### src/rtl/move_input_ctrl.sv
// move_input_ctrl
//   Consumer end of the debounced push-button path. Detects rising edges on
//   the cleaned left/right/drop/pop buttons and keeps a wrapping cursor
//   column. It issues drop/pop commands over a valid/ready handshake and
//   locks out input until the game logic reports that the move is complete.
//
//   Optional build macro: MOVE_AUTOREPEAT_EN
//     When defined, a left or right button held in IDLE steps the cursor
//     again after REPEAT_DELAY cycles, and then every REPEAT_PERIOD cycles.
//
// Ports
//   clk        in   system clock, posedge
//   rst        in   synchronous reset, active-high
//   btn_left   in   debounced left button
//   btn_right  in   debounced right button
//   btn_drop   in   debounced drop button
//   btn_pop    in   debounced pop button
//   cmd_ready  in   game logic accepts the pending command
//   move_done  in   single-cycle pulse, move finished
//   cmd_valid  out  command pending (state REQ)
//   cmd_col    out  column of the pending command
//   cmd_pop    out  1 = pop, 0 = drop
//   cursor_col out  current cursor column
//   busy       out  high whenever not IDLE
module move_input_ctrl #(
  parameter int NUM_COLS      = 7,
  parameter int COL_W         = 3,
  parameter int REPEAT_DELAY  = 300,
  parameter int REPEAT_PERIOD = 150
) (
  input  logic             clk,
  input  logic             rst,
  input  logic             btn_left,
  input  logic             btn_right,
  input  logic             btn_drop,
  input  logic             btn_pop,
  input  logic             cmd_ready,
  input  logic             move_done,
  output logic             cmd_valid,
  output logic [COL_W-1:0] cmd_col,
  output logic             cmd_pop,
  output logic [COL_W-1:0] cursor_col,
  output logic             busy
);

  if (NUM_COLS < 2 || NUM_COLS > 2**COL_W || REPEAT_DELAY < 1 || REPEAT_PERIOD < 1) begin : g_bad_param
    $error("move_input_ctrl: illegal parameter combination");
  end

  localparam logic [COL_W-1:0] LAST_COL   = COL_W'(NUM_COLS - 1);
  localparam logic [COL_W-1:0] CENTER_COL = COL_W'(NUM_COLS / 2);

  typedef enum logic [1:0] {
    IDLE = 2'd0,
    REQ  = 2'd1,
    WAIT = 2'd2
  } state_t;

  state_t state, state_n;

  logic [COL_W-1:0] cursor_n, cmd_col_n;
  logic             cmd_pop_n;

  // Edge history. These reset to 1 so that a button held through reset
  // gives no event until it has been released.
  logic left_q, right_q, drop_q, pop_q;
  logic left_e, right_e, drop_e, pop_e;

  assign left_e  = btn_left  & ~left_q;
  assign right_e = btn_right & ~right_q;
  assign drop_e  = btn_drop  & ~drop_q;
  assign pop_e   = btn_pop   & ~pop_q;

  always_ff @(posedge clk) begin
    if (rst) begin
      left_q  <= 1'b1;
      right_q <= 1'b1;
      drop_q  <= 1'b1;
      pop_q   <= 1'b1;
    end else begin
      left_q  <= btn_left;
      right_q <= btn_right;
      drop_q  <= btn_drop;
      pop_q   <= btn_pop;
    end
  end

  logic rpt_left, rpt_right;

`ifdef MOVE_AUTOREPEAT_EN
  localparam int RPT_MAX = (REPEAT_DELAY > REPEAT_PERIOD) ? REPEAT_DELAY : REPEAT_PERIOD;
  localparam int CNT_W   = $clog2(RPT_MAX + 1);
  localparam logic [CNT_W-1:0] DELAY_C  = CNT_W'(REPEAT_DELAY);
  localparam logic [CNT_W-1:0] PERIOD_C = CNT_W'(REPEAT_PERIOD);

  logic [CNT_W-1:0] rpt_cnt;
  logic             rpt_on;
  logic             held_one;
  logic             rpt_step;

  // rpt_cnt counts the posedges since the press (or the last step). The
  // first step fires at DELAY, and each later step fires at PERIOD.
  assign held_one = btn_left ^ btn_right;
  assign rpt_step = (state == IDLE) && held_one && !(left_e || right_e) &&
                    (rpt_cnt == (rpt_on ? PERIOD_C : DELAY_C));
  assign rpt_left  = rpt_step & btn_left;
  assign rpt_right = rpt_step & btn_right;

  always_ff @(posedge clk) begin
    if (rst || state != IDLE || !held_one) begin
      rpt_cnt <= '0;
      rpt_on  <= 1'b0;
    end else if (left_e || right_e) begin
      rpt_cnt <= CNT_W'(1);
      rpt_on  <= 1'b0;
    end else if (rpt_step) begin
      rpt_cnt <= CNT_W'(1);
      rpt_on  <= 1'b1;
    end else begin
      rpt_cnt <= rpt_cnt + CNT_W'(1);
    end
  end
`else
  assign rpt_left  = 1'b0;
  assign rpt_right = 1'b0;
`endif

  always_ff @(posedge clk) begin
    if (rst) begin
      state      <= IDLE;
      cursor_col <= CENTER_COL;
      cmd_col    <= '0;
      cmd_pop    <= 1'b0;
    end else begin
      state      <= state_n;
      cursor_col <= cursor_n;
      cmd_col    <= cmd_col_n;
      cmd_pop    <= cmd_pop_n;
    end
  end

  always_comb begin
    logic step_l, step_r;
    state_n   = state;
    cursor_n  = cursor_col;
    cmd_col_n = cmd_col;
    cmd_pop_n = cmd_pop;
    step_l    = (left_e & ~right_e) | rpt_left;
    step_r    = (right_e & ~left_e) | rpt_right;
    unique case (state)
      IDLE: begin
        if (drop_e ^ pop_e) begin
          cmd_col_n = cursor_col;
          cmd_pop_n = pop_e;
          state_n   = REQ;
        end else if (drop_e && pop_e) begin
          // Conflicting command: discard both, and move no cursor this cycle.
          state_n = IDLE;
        end else if (step_l) begin
          cursor_n = (cursor_col == '0) ? LAST_COL : cursor_col - COL_W'(1);
        end else if (step_r) begin
          cursor_n = (cursor_col == LAST_COL) ? '0 : cursor_col + COL_W'(1);
        end
      end
      REQ: begin
        if (cmd_ready) state_n = WAIT;
      end
      WAIT: begin
        if (move_done) state_n = IDLE;
      end
      default: state_n = IDLE;
    endcase
  end

  always_comb begin
    cmd_valid = (state == REQ);
    busy      = (state != IDLE);
  end

endmodule

### config.mk
export PLATFORM = sky130hd
export DESIGN_NAME = move_input_ctrl
export DESIGN_NICKNAME = d
export VERILOG_FILES = /design/src/rtl/move_input_ctrl.sv
export SDC_FILE = /design/constraint.sdc
export NUM_CORES = 1
export LEC_CHECK = 0
export ABC_AREA = 1
export ABC_CLOCK_PERIOD_IN_PS = 1500
export BUFFER_PORTS_ARGS = -buffer_cell sky130_fd_sc_hd__buf_2
export CAP_MARGIN = 10
export CORE_MARGIN = 3
export CORE_UTILIZATION = 45
export DETAILED_ROUTE_END_ITERATION = 6
export PLACE_DENSITY = 0.71
export SYNTH_ARGS = -nofsm -noshare
export SYNTH_HDL_FRONTEND = slang
export SYNTH_SLANG_ARGS = --single-unit
export TNS_END_PERCENT = 10
### constraint.sdc
create_clock -name clk -period 1.5 [get_ports clk]
set_clock_uncertainty 0.1 [all_clocks]
set_input_delay 0.15 -clock clk [delete_from_list [all_inputs] [get_ports clk]]
set_output_delay 0.15 -clock clk [all_outputs]
set_load 0.005 [all_outputs]
==> results of run 1 <==
## worst max path at each step
| stage | endpoint | from | slack [ns] |
|---|---|---|---|
| finish | cmd_col[2] | pop_q | 0.08 |
| global route | cmd_col[2] | pop_q | -0.002 |
| CTS | cursor_col[2] | right_q | 0.0001 |
| detailed placement | cursor_col[2] | right_q | 0.01 |
| global placement | cursor_col[2] | right_q | 0.07 |
| floorplan | cursor_col[2] | right_q | 0.09 |
## area by class of cell
class | instances | area (sq um) | area share, %
Multi-Input combinational cell | 62 | 387.9 | 42.29
Inverter | 20 | 77.57 | 8.458
Clock buffer | 4 | 26.28 | 2.865
Tap cell | 15 | 18.77 | 2.046
Sequential cell | 13 | 261.5 | 28.51
Timing Repair Buffer | 23 | 145.1 | 15.83
## power by group through the flow
stage          logic (uW)  registers (uW)  clock network [uW]
6_report              177             387                 218
3_5_place_dp          152             393                   0
2_1_floorplan        94.4             394                   0
5_1_grt               202             390                 246
3_3_place_gp          149             393                   0
4_1_cts               163             385                 222
## through the flow
stage | instances | total power (uW) | setup WS (ns)
2_1_floorplan | 95 | 488.7 | 0.09412
3_3_place_gp | 128 | 542.0 | 0.06784
3_5_place_dp | 128 | 545.0 | 0.01027
4_1_cts | 137 | 770.2 | 0.0001024
5_1_grt | 137 | 838.4 | -0.001923
6_report | 137 | 781.8 | 0.07560
## worst min-delay path, cell delays in order
cell,delay (ns)
buf_2,0.10
nand2_1,0.06
a21oi_1,0.05
## kinds of logic after synthesis
family / synth area share, %
simple gates: 27.95
flops: 37.75
fa+ha+maj: 12.70
compound gates: 10.35
buf+inv: 11.25
## layout by cell type, fill, tap and decap left out, drive strengths merged
| cell type | instances |
|---|---|
| a21oi | 8 |
| buf | 18 |
| clkbuf | 4 |
| clkinv | 1 |
| dfxtp | 13 |
| dlygate4sd3 | 5 |
| ha | 7 |
| inv | 19 |
| nand2 | 27 |
| nand3 | 5 |
| nand4 | 1 |
| nor2 | 4 |
| nor3 | 1 |
| o21ai | 4 |
| o21bai | 1 |
| or2 | 4 |
## state kept, by name (all words and copies together) (netlist names)
signal and cells:
cmd_col 3, right_q 1, pop_q 1, cursor_col 3, cmd_pop 1, state 2, drop_q 1, left_q 1
## timing repair
item / 4_1_cts / 5_1_grt
hold buffers: 5 / 0
endpoints found under the hold margin: 5 / 0
resized for setup: 0 / 8
setup endpoints to repair: 0 / 7
## metal layers
metal	routed length [um]	share of wire, %
met5	0	0
met4	20	1.4
met3	97	6.6
met2	682	46
met1	676	46
==> metrics.cfg, run 1 <==
[power_and_ir_drop]
p_seq_share_pct = 49.5
p_leak_uw = 0.0004957
switchingPower_uw = 224.9
pwr-share-comb_pct = 22.6
intPower_uw = 556.9
switching_share_pct = 28.77
power.density_nw_per_um2 = 852.4
clock_power_share_pct = 27.8
max-vdd-ir-drop_uv = 558.1

[setup_path]
crit_path_end_kind = flop
worst-path-stages = 6
r2r_start = pop_q
worstSetupPathType = reg2reg
arrival_ns = 1.54
critPathLaunchType = flop
path_cells = or2_2 > ha_4 > nand2_2 > inv_4 > o21ai_1 > a21oi_1
critical_path_buf_inv_count = 1
rrSetupSlack_ns = 0.08
worstRegToRegCells = 6
critPathTopFamily = simple AND/OR/NAND/NOR gates
worstPathMaxFanout = 8
crit_path_top_delay_cell = or2_2
crit_required_ns = 1.61
reg2reg_to = cmd_col[2]
slowest_delay_ns = 0.32

[drt]
drt_iter0_drc = 14
wl_um = 1477
vias_per_cell = 4.839
wire_per_inst_um = 10.78
dr.pass1.iters = 4
postRouteAntennaNets = 0
drc = 0
vias = 663

[clock_tree]
cts_sinks = 13
clk_pin_slew_worst_paths_ns = 0.08
postCtsSetupBuffers = 0
clock_path_buffers = 2
cts_root_buffer = clkbuf_4
insertion_delay_ns = 0.28
ctsHtreeMaxLevel = 1
numCtsBuffers = 3
cts_tree = built

[synth]
ys_seq_area_share_pct = 37.75
yosys-top-cells-count = nand2_1, inv_1, dfxtp_1
ys.warnings.count = 0
synth_fp_nets = 110
synth.distinct_cells = 18
synth_flop_cell = dfxtp_1
syn_inst = 95
yosysTopAreaCell = dfxtp_1
synth_most_common_cell = nand2_1
synth-edff-count = 0
synth_area_leaders = dfxtp_1, nand2_1, ha_1, inv_1, a21oi_1
async_flop_share_pct = 0
ys_ff_latch = 13
yosysTopAreaCellShare_pct = 37.75
synth_area_sq_um = 689.4
postSynthAreaPerCell_sq_um = 7.257

[timing]
hold_violations = 0
slew_viol_final = 0
max_freq_mhz = 702.0
max_slew_margin_pct = 79.33
hold-worst-slack_ns = 0.01755
finalCritPeriodShare_pct = 94.96
tns_ns = 0
fin_crit_ns = 1.424
setup_viol = 0
worst_pin_slew_ns = 0.3081
rsz0062_at_grt = true

[floorplan]
die-area_sq_um = 2038
initial_utilization_pct = 50.46
ios = 17
row_count = 13
die_w_um = 45.14
die_y_um = 45.14
core_area_sq_um = 1366

[placed_design]
place_area_sq_um = 803.3
routabilityCongestion = 0.7167
dpl.hpwl_um = 1028
io_buffers = 16

[status]
status = completed

[global_routing]
grt_util_all_layers_pct = 16.80
use_met3_pct = 7.171
grt_use_met1_pct = 22.00
grt-busiest-layer = met2
grt_first_pass_wirelength_um = 2463
grtUsageMet2_pct = 24.86
grt_overflow_total = 0
grt_pass1_vias = 559
grt_max_degree = 11
antenna_found_initial = 0

[layout]
synthToLayoutAreaGrowth_pct = 33.03
post-route-util_pct = 67.12
layout-drive-gt1-share_pct = 30.33
num-nets-final = 138
fill_cells = 118
diodes = 0
final_area_sq_um = 917.1

[min_path]
hold_start = cmd_ready
min_to = state[1]
hold_path_depth = 3
min-delay-path-class = in2reg

[flow_run]
maxCapViolations = 0

Note: power is estimated with default switching activity, not from simulation.
==> run 2: changes to the inputs <==
- BUFFER_PORTS_ARGS: -buffer_cell sky130_fd_sc_hd__buf_2 -> default
- CORE_UTILIZATION: 45 -> 51
- DONT_BUFFER_PORTS: default -> 1
- PLACE_DENSITY: 0.71 -> 0.68
- TNS_END_PERCENT: 10 -> default
==> run 2 against run 1 <==
Die area is 10% lower; combinational power decreased by 18%; core utilization increased by 3.8 points; register-to-register slack lost 0.04 ns; clock power is 2% higher; non-clock buffer count is 13 lower; critical path depth increased by 2; maximum frequency decreased by 2.9%; critical path type unchanged; largest cell class unchanged.
==> metrics.cfg, run 2 (synthesized netlist as in run 1, its figures left out) <==
[global_routing]
grt_first_pass_wirelength_um = 2304
antenna_found_initial = 0
grt_overflow_total = 0
grt_util_all_layers_pct = 16.80
grt_pass1_vias = 576
grt_max_degree = 11

[timing]
fin_crit_ns = 1.468
max_slew_margin_pct = 81.51
rsz0062_at_grt = true
slew_viol_final = 0
tns_ns = 0
hold_violations = 0
finalCritPeriodShare_pct = 97.84
fin_ws_ns = 0.03243
setup_viol = 0
max_freq_mhz = 681.4
worst_pin_slew_ns = 0.2756

[clock_tree]
postCtsSetupBuffers = 0
insertion_delay_ns = 0.28
cts_sinks = 13
cts_root_buffer = clkbuf_4
ctsHtreeMaxLevel = 1
cts_tree = built
clk_pin_slew_worst_paths_ns = 0.08
clock_path_buffers = 2
numCtsBuffers = 3

[drt]
drt_iter0_drc = 7
wl_met3_um = 93
wl_met2_um = 540
vias = 609
dr.pass1.iters = 4
top_layer = met4
vias_per_cell = 4.951
wire_per_inst_um = 10.94
drc = 0
postRouteAntennaNets = 0
wl_met1_um = 675
wl_um = 1346

[setup_path]
slowest_delay_ns = 0.30
worstPathMaxFanout = 4
crit_required_ns = 1.59
arrival_ns = 1.56
critical_path_buf_inv_count = 3
worstSetupPathType = reg2reg
crit_path_end_kind = flop
crit_path_frequent_cell = inv_1
crit_path_top_delay_cell = dfxtp_1
critPathLaunchType = flop
critPathTopFamily = simple AND/OR/NAND/NOR gates
path_cells = or2_2 > ha_1 > inv_1 > nand3_2 > inv_2 > nand3_1 > nand2_1 > inv_1

[placed_design]
placedCellCount = 112
io_buffers = 0
dpl.hpwl_um = 1004
routabilityCongestion = 0.7218
dp_slack_ns = 0.02055

[layout]
num-nets-final = 125
diodes = 0
post-route-util_pct = 70.89
instances_no_fill = 123
final_common_cell = nand2_1
layout-drive-gt1-share_pct = 17.43
synthToLayoutAreaGrowth_pct = 21.96
largest_registers = cmd_col: 3 flops, cursor_col: 3 flops, state: 2 flops
layout_common_cells = nand2_1, inv_1, dfxtp_1

[power_and_ir_drop]
power_uw = 757.7
max-vdd-ir-drop_uv = 668.3
power.density_nw_per_um2 = 901.2
p_leak_uw = 0.0004405

[status]
status = completed

[floorplan]
ios = 17
die_y_um = 42.77
die_w_um = 42.77
initial_utilization_pct = 58.12
row_count = 12
core_area_sq_um = 1186
die-area_sq_um = 1829

[min_path]
min-delay-path-class = in2reg

[flow_run]
maxCapViolations = 0

==> run 2: cell count changes in the layout (fill, tap and decap cells not counted), sizes merged <==
| cell | change |
|---|---|
| buf | -15 |
| dlygate4sd3 | +2 |
==> run 2: area by class of cell <==
cell class | count | area, sq um
tap | 14 | 17.52
sequential | 13 | 262.8
timing repair buffer | 10 | 92.59
clock buffer | 4 | 26.28
multi-input combinational | 62 | 364.1
inverter | 20 | 77.57
fill | 97 | 345.3
==> run 2: worst reg2reg max path: stages, from the launching register on <==
cell     delay [ns]
dfxtp_1        0.30
or2_2          0.28
ha_1           0.27
inv_1          0.07
nand3_2        0.11
inv_2          0.08
nand3_1        0.07
nand2_1        0.06
inv_1          0.03
==> run 2: metal layers <==
layer,vias to the layer above,global-route usage (%)
met5,-,0
met4,0,9.317
met3,5,4.661
met2,21,24.85
met1,263,21.65
li1,320,-
==> run 2: path summary, 6_finish.rpt <==
check                startpoint       endpoint  slack [ns]  depth (start not counted)
setup / recovery        right_q  cursor_col[2]        0.03                          8
hold / removal              rst        right_q        0.03                          2
setup reg to reg        right_q  cursor_col[2]        0.03                          8
hold reg to reg   cursor_col[0]  cursor_col[0]        0.40                          2
==> run 2: timing repair <==
item | in CTS | in global routing
endpoints found under the setup margin | 0 | 3
hold buffers | 7 | 0
resized for setup | 0 | 4
hold endpoints to repair | 7 | 0
==> run 2: power breakdown <==
group	total, uW	leakage, uW	switching, uW	internal [uW]
clock	222	0.0000150	119	103
combinational	145	0.000319	78.3	67.0
sequential	390	0.000107	19.9	370
total	758	0.000440	217	540
==> run 2: per-stage QoR <==
| step | area (sq um) | hold slack [ns] |
|---|---|---|
| final | 840.8 | 0.03138 |
| after global routing | 840.8 | 0.04961 |
| after CTS | 825.8 | 0.02361 |
| after detailed placement | 729.5 | 0.1263 |
| after global placement | 729.5 | 0.1209 |
| after floorplan | 689.4 | 0.1191 |
==> run 3: changes to the inputs <==
- RECOVER_POWER: default -> 100
==> run 3 against run 2 <==
Non-clock buffer count unchanged; sequential share of layout area rose by 0.57 points; global-route usage unchanged; first-iteration DRC count unchanged; sequential power about the same; critical path depth did not move; power shrank 0.69%; die area unchanged; final area down 1.8%; flip-flop and latch count stayed put; worst hold slack worse by 0.0063 ns; core utilization shrank 1.3 points.
==> metrics.cfg, run 3 (synthesized netlist as in run 1, its figures left out) <==
[status]
status = completed

[floorplan]
initial_utilization_pct = 58.12
core_area_sq_um = 1186
die_w_um = 42.77
row_count = 12
ios = 17
die-area_sq_um = 1829
die_y_um = 42.77

[timing]
fin_crit_ns = 1.468
finalCritPeriodShare_pct = 97.84
tns_ns = 0
setup_viol = 0
hold-worst-slack_ns = 0.02507
hold_violations = 0
rsz0062_at_grt = true
max_freq_mhz = 681.4
worst_pin_slew_ns = 0.2756
max_slew_margin_pct = 81.51
slew_viol_final = 0

[layout]
seq_area_sq_um = 262.8
multi_input_area_sq_um = 351.6
final_common_cell = nand2_1
instances_no_fill = 123
layout-drive-gt1-share_pct = 16.51
layout_common_cells = nand2_1, inv_1, dfxtp_1
largest_registers = cmd_col: 3 flops, cursor_col: 3 flops, state: 2 flops
fill_cells = 99
synthToLayoutAreaGrowth_pct = 19.78
num-nets-final = 125
diodes = 0

[global_routing]
antenna_found_initial = 0
grt_max_degree = 11
grt_overflow_total = 0
grt_pass1_vias = 576
grt_first_pass_wirelength_um = 2304
grt_util_all_layers_pct = 16.80

[setup_path]
critPathLaunchType = flop
r2r_start = right_q
crit_path_top_delay_cell = dfxtp_1
path_cells = or2_2 > ha_1 > inv_1 > nand3_2 > inv_2 > nand3_1 > nand2_1 > inv_1
critical_path_buf_inv_count = 3
slowest_delay_ns = 0.30
worstSetupPathType = reg2reg
crit_required_ns = 1.59
worstPathMaxFanout = 4
arrival_ns = 1.56
crit_path_end_kind = flop
crit_path_frequent_cell = inv_1
critPathTopFamily = simple AND/OR/NAND/NOR gates
startpoint = right_q

[clock_tree]
clock_path_buffers = 2
clk_pin_slew_worst_paths_ns = 0.08
numCtsBuffers = 3
insertion_delay_ns = 0.28
ctsHtreeMaxLevel = 1
cts_sinks = 13
cts_root_buffer = clkbuf_4
cts_tree = built
postCtsSetupBuffers = 0

[power_and_ir_drop]
max-vdd-ir-drop_uv = 668.3
power.density_nw_per_um2 = 911.2
p_leak_uw = 0.0004395
power_uw = 752.5

[placed_design]
dpl.hpwl_um = 1004
io_buffers = 0
placedCellCount = 112
routabilityCongestion = 0.7218

[drt]
drc = 0
dr.pass1.iters = 4
wire_per_inst_um = 10.86
postRouteAntennaNets = 0
vias = 609
vias_per_cell = 4.951
wl_um = 1336
drt_iter0_drc = 7

[min_path]
hold_start = btn_pop
min-delay-path-class = in2reg

[flow_run]
maxCapViolations = 0

==> run 3: cell counts in the layout (fill, tap and decap cells not counted) <==
Identical to the previous run, type by type.
==> run 3: worst min-delay path: stages <==
cell and delay (ns):
inv_1 0.04, or2_2 0.11, a21oi_1 0.06
==> run 3: metrics by stage <==
stage	cell area, sq um	utilization (%)	setup WS [ns]
detailed placement	729.5	61.50	0.02055
finish	825.8	69.62	0.03243
global route	825.8	69.62	-0.02945
CTS	825.8	69.62	0.009182
global placement	729.5	61.50	0.06599
floorplan	689.4	-	0.09412
==> run 3: path summary, 6_finish.rpt <==
path                    to  slack [ns]  cells past startpoint
max reg2reg  cursor_col[2]        0.03                      8
min reg2reg  cursor_col[0]        0.40                      2
max          cursor_col[2]        0.03                      8
min                cmd_pop        0.03                      3
==> run 3: area by class of cell <==
cell class	instances	area share, %
clock buffers	4	3.182
flip-flops and latches	13	31.82
multi-input cells	62	42.58
inverters	20	9.091
well taps	14	2.121
repair buffers	10	11.21
==> run 3: layer usage <==
layer  vias to the layer above  routed length [um]  global-route usage [%]
met5                         -                   0                       0
met4                         0                  36                   9.317
met3                         5                  93                   4.661
met2                        21                 539                   24.85
met1                       263                 666                   21.65
li1                        320                   -                       -
==> run 3: timing repair <==
| action | CTS | global route |
|---|---|---|
| resized for setup | 0 | 4 |
| endpoints found under the setup margin | 0 | 3 |
| hold buffers | 7 | 0 |
| hold endpoints to repair | 7 | 0 |
==> run 3: power breakdown <==
group          switching, uW  leakage, uW  internal [uW]
clock network            119    0.0000150            103
registers               19.9     0.000107            370
logic                   76.3     0.000318           64.4
total                    215     0.000440            538
